## config.mk

```make
export PLATFORM = sky130hd
export DESIGN_NAME = cpu_seq_ctrl
export DESIGN_NICKNAME = d
export VERILOG_FILES = /design/src/rtl/cpu_seq_ctrl.sv
export SDC_FILE = /design/constraint.sdc
export NUM_CORES = 1
export LEC_CHECK = 0
export CORE_ASPECT_RATIO = 0.8
export CORE_MARGIN = 4
export CORE_UTILIZATION = 50
export DETAILED_ROUTE_END_ITERATION = 10
export GPL_TIMING_DRIVEN = 0
export PLACE_DENSITY_LB_ADDON = 0.3
export SETUP_SLACK_MARGIN = 0.5
export SKIP_CTS_REPAIR_TIMING = 1
export SYNTH_ARGS = -nofsm -noshare
export SYNTH_HDL_FRONTEND = slang
export SYNTH_SLANG_ARGS = --single-unit
```

## constraint.sdc

```tcl
create_clock -name CLK -period 4.9 [get_ports CLK]
set_input_delay 0.49 -clock CLK [delete_from_list [all_inputs] [get_ports CLK]]
set_output_delay 0.49 -clock CLK [all_outputs]
set_load 0.05 [all_outputs]
```

## src/rtl/cpu_seq_ctrl.sv

```systemverilog
// cpu_seq_ctrl: multi-cycle fetch/decode/exec/writeback sequencer for the 16-bit CPU datapath
// Ports: CLK, RST (synchronous, active-high); run starts or restarts from IDLE/HALT;
//   imem_req/imem_addr/imem_ack/imem_rdata form the instruction fetch handshake;
//   ir/pc hold the current instruction and program counter; ph is the phase vector;
//   rf_ra1/rf_ra2/rf_wa/rf_we drive the register file; alu_q is the registered ALU result;
//   halted/err report the halt cause; instret counts retired instructions.
module cpu_seq_ctrl #(
    parameter logic [15:0] RESET_PC      = 16'h0000,
    parameter int          FETCH_TIMEOUT = 15,
    parameter logic [3:0]  PH_F          = 4'b0001,
    parameter logic [3:0]  PH_D          = 4'b0010,
    parameter logic [3:0]  PH_E          = 4'b0100,
    parameter logic [3:0]  PH_W          = 4'b1000
) (
    input  logic        CLK,
    input  logic        RST,
    input  logic        run,
    output logic        imem_req,
    output logic [15:0] imem_addr,
    input  logic        imem_ack,
    input  logic [15:0] imem_rdata,
    output logic [15:0] ir,
    output logic [15:0] pc,
    output logic [3:0]  ph,
    output logic [3:0]  rf_ra1,
    output logic [3:0]  rf_ra2,
    output logic [3:0]  rf_wa,
    output logic        rf_we,
    input  logic [15:0] alu_q,
    output logic        halted,
    output logic [1:0]  err,
    output logic [15:0] instret
);
    typedef enum logic [2:0] {IDLE, FETCH, DECODE, EXEC, WB, HALT} state_t;
    // the counter holds completed wait cycles, so the last allowed one is FETCH_TIMEOUT-1
    localparam logic [7:0] TO_LAST = 8'(FETCH_TIMEOUT - 1);
    state_t     state, state_nx;
    logic [7:0] tcnt;
    logic [3:0] op;
    logic       legal, writes, branch, timeout;
    always_comb begin
        op       = ir[15:12];
        legal    = op <= 4'h4;
        writes   = op == 4'h1 || op == 4'h2;
        branch   = op == 4'h3 || op == 4'h4;
        timeout  = tcnt == TO_LAST;
        state_nx = state;
        case (state)
            IDLE, HALT: state_nx = run ? FETCH : state;
            FETCH:      state_nx = imem_ack ? DECODE : timeout ? HALT : FETCH;
            DECODE:     state_nx = legal ? EXEC : HALT;
            EXEC:       state_nx = WB;
            WB:         state_nx = FETCH;
            default:    state_nx = IDLE;
        endcase
        ph        = state == FETCH  ? PH_F :
                    state == DECODE ? PH_D :
                    state == EXEC   ? PH_E :
                    state == WB     ? PH_W : 4'h0;
        imem_req  = state == FETCH;
        imem_addr = pc;
        rf_we     = state == WB && writes;
        halted    = state == HALT;
        // BNZ tests its register from the rd field
        rf_ra1    = op == 4'h4 ? ir[11:8] : ir[7:4];
        rf_ra2    = ir[3:0];
        rf_wa     = ir[11:8];
    end
    always_ff @(posedge CLK) begin
        if (RST) begin
            state   <= IDLE;
            pc      <= RESET_PC;
            ir      <= 16'h0000;
            err     <= 2'b00;
            instret <= 16'h0000;
            tcnt    <= 8'h00;
        end else begin
            state <= state_nx;
            case (state)
                IDLE, HALT: if (run) begin
                    pc   <= RESET_PC;
                    err  <= 2'b00;
                    tcnt <= 8'h00;
                end
                FETCH: if (imem_ack) begin
                    ir <= imem_rdata;
                    pc <= pc + 16'd1;
                end else begin
                    tcnt <= tcnt + 8'd1;
                    if (timeout) err <= 2'b10;
                end
                DECODE: err <= (legal || op == 4'hF) ? 2'b00 : 2'b01;
                WB: begin
                    // branch target comes back from the ALU, already relative to pc+1
                    if (branch) pc <= alu_q;
                    instret <= instret + 16'd1;
                    tcnt    <= 8'h00;
                end
                default: ;
            endcase
        end
    end
endmodule

```

Word level (Yosys, flattened, before mapping)
Cells that the tools add are included.
{"block": "classes", "eq_ne": 16, "magnitude_cmp": 1, "muxes": 22, "add_sub_neg": 3, "reduce_logical": 12}
{"cell": "16-bit 2-to-1 mux", "n": 3}
{"cell": "16-bit one-hot mux with 3 select lines", "n": 1}
{"cell": "16-bit by 1-bit adder with 16-bit output (second input constant)", "n": 2}
{"cell": "8-bit one-hot mux with 3 select lines", "n": 1}
{"cell": "4-bit 2-to-1 mux", "n": 5}
{"cell": "8-bit 2-to-1 mux", "n": 2}
{"cell": "3-bit one-hot mux with 5 select lines", "n": 1}
{"cell": "3-bit 2-to-1 mux", "n": 4}
{"cell": "8-bit by 1-bit adder with 8-bit output (second input constant)", "n": 1}
{"cell": "4-bit by 2-bit == test with 1-bit output (second input constant)", "n": 2}
{"cell": "8-bit by 4-bit == test with 1-bit output (second input constant)", "n": 1}
{"cell": "4-bit AND reduction", "n": 2}
{"cell": "3-bit by 2-bit == test with 1-bit output (second input constant)", "n": 2}
{"cell": "3-bit == test (second input constant)", "n": 2}
{"cell": "2-bit 2-to-1 mux", "n": 3}
{"cell": "2-bit != test (second input constant)", "n": 3}
{"cell": "2-bit one-hot mux with 3 select lines", "n": 1}
{"cell": "3-bit nonzero test", "n": 2}
{"cell": "4-bit by 1-bit == test with 1-bit output (second input constant)", "n": 1}
{"cell": "4-bit by 3-bit == test with 1-bit output (second input constant)", "n": 1}
{"cell": "4-bit == test (second input constant)", "n": 1}
{"cell": "4-bit by 3-bit less-or-equal comparator with 1-bit output (second input constant)", "n": 1}
{"cell": "2-bit by 1-bit != test with 1-bit output (second input constant)", "n": 2}
{"cell": "3-bit by 1-bit == test with 1-bit output (second input constant)", "n": 1}
{"cell": "other kinds (7)", "n": 9}
{"block": "totals", "in_bits": 36, "wordCells": 60, "register_bits": 61, "out_inout_bits": 85}

Longest topological paths before layout
{"block": "logic_depth", "ltp_word": 5, "ltp_mapped": 8, "ltp_nobuf": 5}

Worst setup path after synthesis
Ideal clock, no wire load.
{"block": "synth_path", "path_type": "reg-to-output", "from": "reg state[0]", "to": "out rf_we", "required_time_ns": 4.410, "stages_incl_launch_ff": 5, "setup_slack_ns": 1.960, "path_buffers": 2, "arrival_ns": 2.450, "cell_sequence": "dfxtp_1 buf_4 or3b_1 clkbuf_1 nor4_1"}
{"block": "synth_between", "elab_chain_len": 2}
{"item": "start: declaration", "line": "37", "rtl": "state_t state, state_nx;"}
{"item": "start signal: assignment", "line": "78", "rtl": "state <= state_nx;"}
{"item": "3-bit == test", "line": "62", "rtl": "rf_we = state == WB && writes;"}
{"item": "1-bit logical AND", "line": "62"}
{"item": "end: declaration", "line": "28", "rtl": "output logic rf_we,"}
No other way between the ends.

Final worst setup path
{"block": "layout_path", "from": "reg state[2]", "to": "out ph[3]"}
{"block": "layout_between", "elab_chain_len": 5, "elab_cells_between_ends": 8, "classes_between": "eq/ne: 4; mux: 4"}
{"item": "3-bit == test", "line": "59", "rtl": "state == WB ? PH_W : 4'h0;"}
{"item": "4-bit 2-to-1 mux", "line": "59"}
{"item": "4-bit 2-to-1 mux", "line": "58", "rtl": "state == EXEC ? PH_E :"}
{"item": "4-bit 2-to-1 mux", "line": "57", "rtl": "state == DECODE ? PH_D :"}
{"item": "4-bit 2-to-1 mux (*)", "line": "56", "rtl": "ph = state == FETCH ? PH_F :"}
{"item": "end: declaration", "line": "24", "rtl": "output logic [3:0] ph,"}
Every way passes the cells marked *; elsewhere a longest branch is shown, timed or not.

==> flow_summary.ini <==
[route]
vias = 3947
drt.antenna.violating_nets = 0
drt_iter0_drc = 250
vias_per_cell = 5.89
drc = 0
routed_wl_um = 11400
wl_per_cell_um = 17.1
first_pass_iters = 5

[floorplanning]
die_h_um = 83.2
io_pins = 121
die-area_um2 = 8480
die_x_um = 102
rows = 27
placeableCoreArea_um2 = 6890
initial_core_util_pct = 51.3

[cells_and_area]
fill_cells = 566
drive_gt1_share_pct = 9.09
area_delta_synth_final_pct = 43.2
utilization_pct = 73.4
diodes = 0
nets = 618

[sta]
tns_ns = 0
slew_headroom_pct = 59.6
fin_crit_ns = 3.36
max_freq_mhz = 298
tightest_slew_ns = 0.598
setup_viol = 0
rsz0062_at_grt = false
fin_crit_sh_pct = 68.6
whs_ns = 0.477
timing_hold_violations_final = 0
slew_violations = 0
skew_ns = 0.0104

[logic_synthesis]
seq_area_frac_synth_pct = 34.6
yosysWarnings = 0
synthFlopType = dfxtp_1
yosysMostFrequentCell = nand2_1
synthArstFlopShare_pct = 0
ys_top_cells_by_count = 70 x nand2_1, 61 x dfxtp_1, 43 x a21oi_1
synth_cells = 447
synth_cell_types = 69
yosysTopAreaCell = dfxtp_1
synth_top_area_share_pct = 34.6
syn-cell-area_um2 = 3530
synth_nets = 487
ys_seq_elements = 61
synth_edf_count = 0
synthTopCellsByArea = dfxtp_1 35%, nand2_1 7.4%, a21oi_1 6.1%
syn_area_per_cell_um2 = 7.90

[pwr]
power.internal_uw = 899
power.net_switching_uw = 355
ir_drop_mv = 0.177
clkPwrFrac_pct = 39.9
seq_power_share_pct = 41.3
p_sw_share_pct = 28.3
powerDensity_nw_per_um2 = 248
leakage_uw = 0.00175
combPwrFrac_pct = 18.7

[run]
maxCapViolCount = 0

[critical_path]
worstSetupPathType = reg2out
cp_slowest_cell = clkdlybuf4s50_1
endpoint_kind = output port
start_kind = flip-flop
cp_max_fo = 10
cpMostUsedCell = buf_2
critPathArrivalTime_ns = 2.87
critical-path-max-stage-delay_ns = 0.85
crit_required_ns = 4.41
worstPathCellList = or3b_1 > clkbuf_1 > inv_2 > buf_2 > buf_2 > clkdlybuf4s50_1

[clock_tree]
clock_path_buffers = 2
ctsHtreeMaxLevel = 3
clkTransAtPathRegs_ns = 0.07
cts-buffers-inserted = 9
clk_latency_ns = 0.34
root_buffer = clkbuf_8
cts_sinks = 61
cts_tree = done

[hold_path]
hold_path_class = reg2reg

[placed_design]
globalplace.congestion = 0.916
port_buffers = 120
dp_hpwl_um = 8290

[global_routing]
first_global_vias = 3817
grt_pass1_wl_um = 18500
overflow = 0
antenna_found_initial = 0
grt_max_degree = 11
grt_usage_pct = 26.7

[status]
status = finished clean
-- power by group through the flow --
stage          Combinational, uW  Sequential [uW]  Clock (uW)
2_1_floorplan                116              554           0
3_3_place_gp                 229              529           0
3_5_place_dp                 232              529           0
4_1_cts                      234              518         508
5_1_grt                      250              520         525
6_report                     235              518         501
-- cell families after synthesis --
family                     count (synthesis)  share of synthesized area, %
AOI/OAI and AO/OA                        115                          22.3
adders and majority gates                  5                          1.70
DFF                                       61                          34.6
buffers and inverters                     70                          10.6
xor gates and xnor gates                  10                          2.48
and+or+nand+nor                          179                          26.3
muxes                                      7                          2.02
-- worst max-delay path, delay by kind of cell (launching register included) --
family | cells | cell delay [ns]
buffers and inverters | 5 | 1.70
DFF | 1 | 0.46
and+or+nand+nor | 1 | 0.37
-- sequential cells by signal, indices dropped and copies added, names as in the netlist --
register,flops
err,2
imem_addr,16
instret,16
ir,16
state,3
tcnt,8
-- cells in the final DEF (no fill, tap or decap), types with 10 or more instances in the layout --
cell type / instances
buf_4: 26
nand3_1: 13
a21oi_1: 43
inv_1: 16
clkbuf_1: 22
nor4_1: 15
clkbuf_8: 10
nand2_1: 70
dfxtp_1: 61
nand4_1: 15
clkdlybuf4s50_1: 120
nor2_1: 20
o211ai_1: 12
-- final timing paths --
check                                to  depth (start not counted)  slack [ns]             startpoint
min reg2reg          ir[1]$_SDFFE_PP0P_                          2        0.48     ir[1]$_SDFFE_PP0P_
max reg2reg  imem_addr[11]$_SDFFE_PP0P_                          6        2.60    ir[13]$_SDFFE_PP0P_
max                               ph[3]                          6        1.54  state[2]$_SDFFE_PP0P_
min                  ir[1]$_SDFFE_PP0P_                          2        0.48     ir[1]$_SDFFE_PP0P_
-- routing by layer --
metal / track usage (%) / up-vias / part of all wire (%)
li1: - / 1890 / -
met2: 42.1 / 231 / 45
met3: 9.74 / 33 / 12
met1: 33.6 / 1793 / 41
met5: 0 / - / 0
met4: 8.94 / 0 / 2.2
-- stage by stage --
step	std cells	area (um^2)	total power (uW)	worst slack (ns)
finish	670	5060	1250	1.54
floorplan	447	3530	670	1.96
global placement	654	4840	759	1.95
detailed placement	654	4840	761	1.93
global route	670	5060	1290	1.44
CTS	670	5060	1260	1.55
-- cell type report --
cell class	count	area [um^2]	share of cell area, %
Tap cell	87	109	2.15
Multi-Input combinational cell	316	1940	38.3
Clock inverter	3	68.8	1.36
Timing Repair Buffer	120	1200	23.7
Clock buffer	13	149	2.94
Inverter	18	67.6	1.33
Sequential cell	61	1220	24.1
Buffer	52	307	6.06
Power figures use the tool's default switching activity.
==> patch, RTL diff (same flow settings) <==
Encoding of `state_t`: now one-hot (6 bits for 6 states).
--- a/src/rtl/cpu_seq_ctrl.sv
+++ b/src/rtl/cpu_seq_ctrl.sv
@@ -33,3 +33,3 @@
 );
-    typedef enum logic [2:0] {IDLE, FETCH, DECODE, EXEC, WB, HALT} state_t;
+    typedef enum logic [5:0] {IDLE = 6'b000001, FETCH = 6'b000010, DECODE = 6'b000100, EXEC = 6'b001000, WB = 6'b010000, HALT = 6'b100000} state_t;
     // the counter holds completed wait cycles, so the last allowed one is FETCH_TIMEOUT-1
Function: same outputs for any inputs over 10 cycles, from zero or initial values and one cycle with RST high; not proved beyond that.
==> patch against the original RTL <==
  * Routed wire length fell by 7.2%
  * Critical endpoint is now ph[0]
  * Setup slack got worse by 0.47 ns
  * Fmax fell by 12%
  * Cell area fell by 1.8%
  * Via count fell by 7.3%
  * Synthesized cell count fell by 8.5%
  * Synthesized area fell by 1.6%
  * Sequential cell count rose by 3
Power is not compared: it rests on default switching activity, and its combinational part moved more than twofold at a synthesized area within 25%.
==> patch: results (changes against the original RTL) <==
Status:
- The run finished with clean final reports.

Placed design:
- The number of instances in the placed design is 612 (-6.4%).
- The worst setup slack before clock tree synthesis is 1.54 ns (-0.384 ns).
- The number of buffers inserted by port buffering came to 119 (-0.83%).
- The instance area after placement was 0.00477 mm^2 (-1.4%).
- The placed wire-length estimate after detailed placement came to 7800 um (-5.9%).

Worst setup path:
- The destination of the critical timing path is ph[0].
- The worst setup path startpoint is state[5]$_SDFFE_PP0P_.
- The biggest fanout along the worst timing path came to 11 (+1).
- The arrival time at the worst endpoint came to 3.34 ns (+0.47 ns).
- The minimum setup slack among reg-to-reg paths is 2.38 ns (-0.22 ns).
- The endpoint identified for the worst register-to-register timing path is imem_addr[1]$_SDFFE_PP0P_.

Synth:
- The synthesized instance count came to 409 (-8.5%).
- By count the netlist is led by 64 x sky130_fd_sc_hd__dfxtp_1, 56 x sky130_fd_sc_hd__nand2_1, 46 x sky130_fd_sc_hd__a21oi_1.
- The count of different cell masters after synthesis is 64 (-7.2%).
- Sorting the synthesized cells by area gives the leading types as sky130_fd_sc_hd__dfxtp_1 37%, sky130_fd_sc_hd__a21oi_1 6.6%, sky130_fd_sc_hd__nand2_1 6.0%.
- The sequential fraction of the synthesis area is 36.8% (+2.3 points).
- The net count after synthesis was 449 (-7.8%).

Layout:
- The final cell count without fillers is 627 (-6.4%).
- The final core utilization is 75.6% (+2.2 points).
- The number of nets at the end of the flow came to 579 (-6.3%).
- The number of fillers in the final layout was 481 (-15%).

Drt:
- The final routed wirelength across all metal layers was 10,600 um (-7.2%).
- The number of violations reported at the end of detailed-routing iteration 0 came to 266 (+6.4%).
- The via density per instance is 5.84 (-0.94%).

GRT:
- The largest net degree at the start of global routing is 12 (+1).
- The total global routing track utilization came to 25.0% (-1.7 points).
- The global-route wire length before repair is 16,600 um (-10%).
- The number of global-route vias before repair is 3,338 (-13%).

Timing:
- The setup slack of the critical path after layout is 1.07 ns (-0.468 ns).

Worst hold path:
- The startpoint of the worst hold path is ir[5]$_SDFFE_PP0P_.
-- patch: cell count changes in the layout (fill, tap and decap cells not counted), moves of 6 or more --
cell | before | now
sky130_fd_sc_hd__or3_1 | 2 | 8
sky130_fd_sc_hd__clkbuf_1 | 22 | 16
sky130_fd_sc_hd__mux2i_1 | 6 | 0
sky130_fd_sc_hd__xnor2_1 | 2 | 8
sky130_fd_sc_hd__nand2_1 | 70 | 56
sky130_fd_sc_hd__nor4_1 | 15 | 5
sky130_fd_sc_hd__o211ai_1 | 12 | 4
sky130_fd_sc_hd__inv_1 | 16 | 7
-- patch: area by class of cell --
cell class                      count  share of cell area (%)
Multi-Input combinational cell    293                    38.2
Tap cell                           84                    2.11
Sequential cell                    64                    25.8
Buffer                             44                    5.41
Timing Repair Buffer              119                    24.0
Inverter                            8                   0.604
Clock buffer                       10                    2.77
Clock inverter                      5                    1.16
-- patch: cell families (layout without fill, tap and decap cells) --
group                    Yosys count  after routing  share of synthesized area [%]
AND/OR/NAND/NOR                  159            159                           26.1
AO/OA/AOI/OAI                    108            108                           21.2
flip-flops                        64             64                           36.8
buffers and inverters             52            186                           8.60
XOR/XNOR                          18             18                           4.53
adder cells (fa/ha/maj)            4              4                           1.44
multiplexers                       4              4                           1.29
-- patch: worst min path at each step --
stage,endpoint,slack (ns),cells past startpoint
2_1_floorplan,tcnt[7]$_SDFFE_PP0P_,0.46,2
3_3_place_gp,err[1]$_SDFFE_PP0P_,0.45,2
3_5_place_dp,err[1]$_SDFFE_PP0P_,0.46,2
4_1_cts,ir[5]$_SDFFE_PP0P_,0.47,2
5_1_grt,ir[5]$_SDFFE_PP0P_,0.49,2
6_report,ir[5]$_SDFFE_PP0P_,0.47,2
-- patch: worst max-delay path, stage by stage, from the launching register on --
cell                              delay (ns)
sky130_fd_sc_hd__dfxtp_1                0.41
sky130_fd_sc_hd__nor4b_4                0.43
sky130_fd_sc_hd__nand2_1                0.29
sky130_fd_sc_hd__inv_1                  0.34
sky130_fd_sc_hd__clkbuf_1               0.53
sky130_fd_sc_hd__buf_4                  0.21
sky130_fd_sc_hd__clkdlybuf4s50_1        0.79
-- patch: report_power, final --
group / switching (mW) / internal (mW) / total (mW)
Combinational: 0.333 / 0.200 / 0.533
Sequential: 0.0401 / 0.542 / 0.583
Clock: 0.204 / 0.245 / 0.448
-- patch: layer usage --
| metal | part of all wire, % | GRT usage, % |
|---|---|---|
| met4 | 1.1 | 6.11 |
| met1 | 42 | 32.6 |
| met5 | 0 | 0 |
| met3 | 9.4 | 7.56 |
| met2 | 48 | 40.8 |
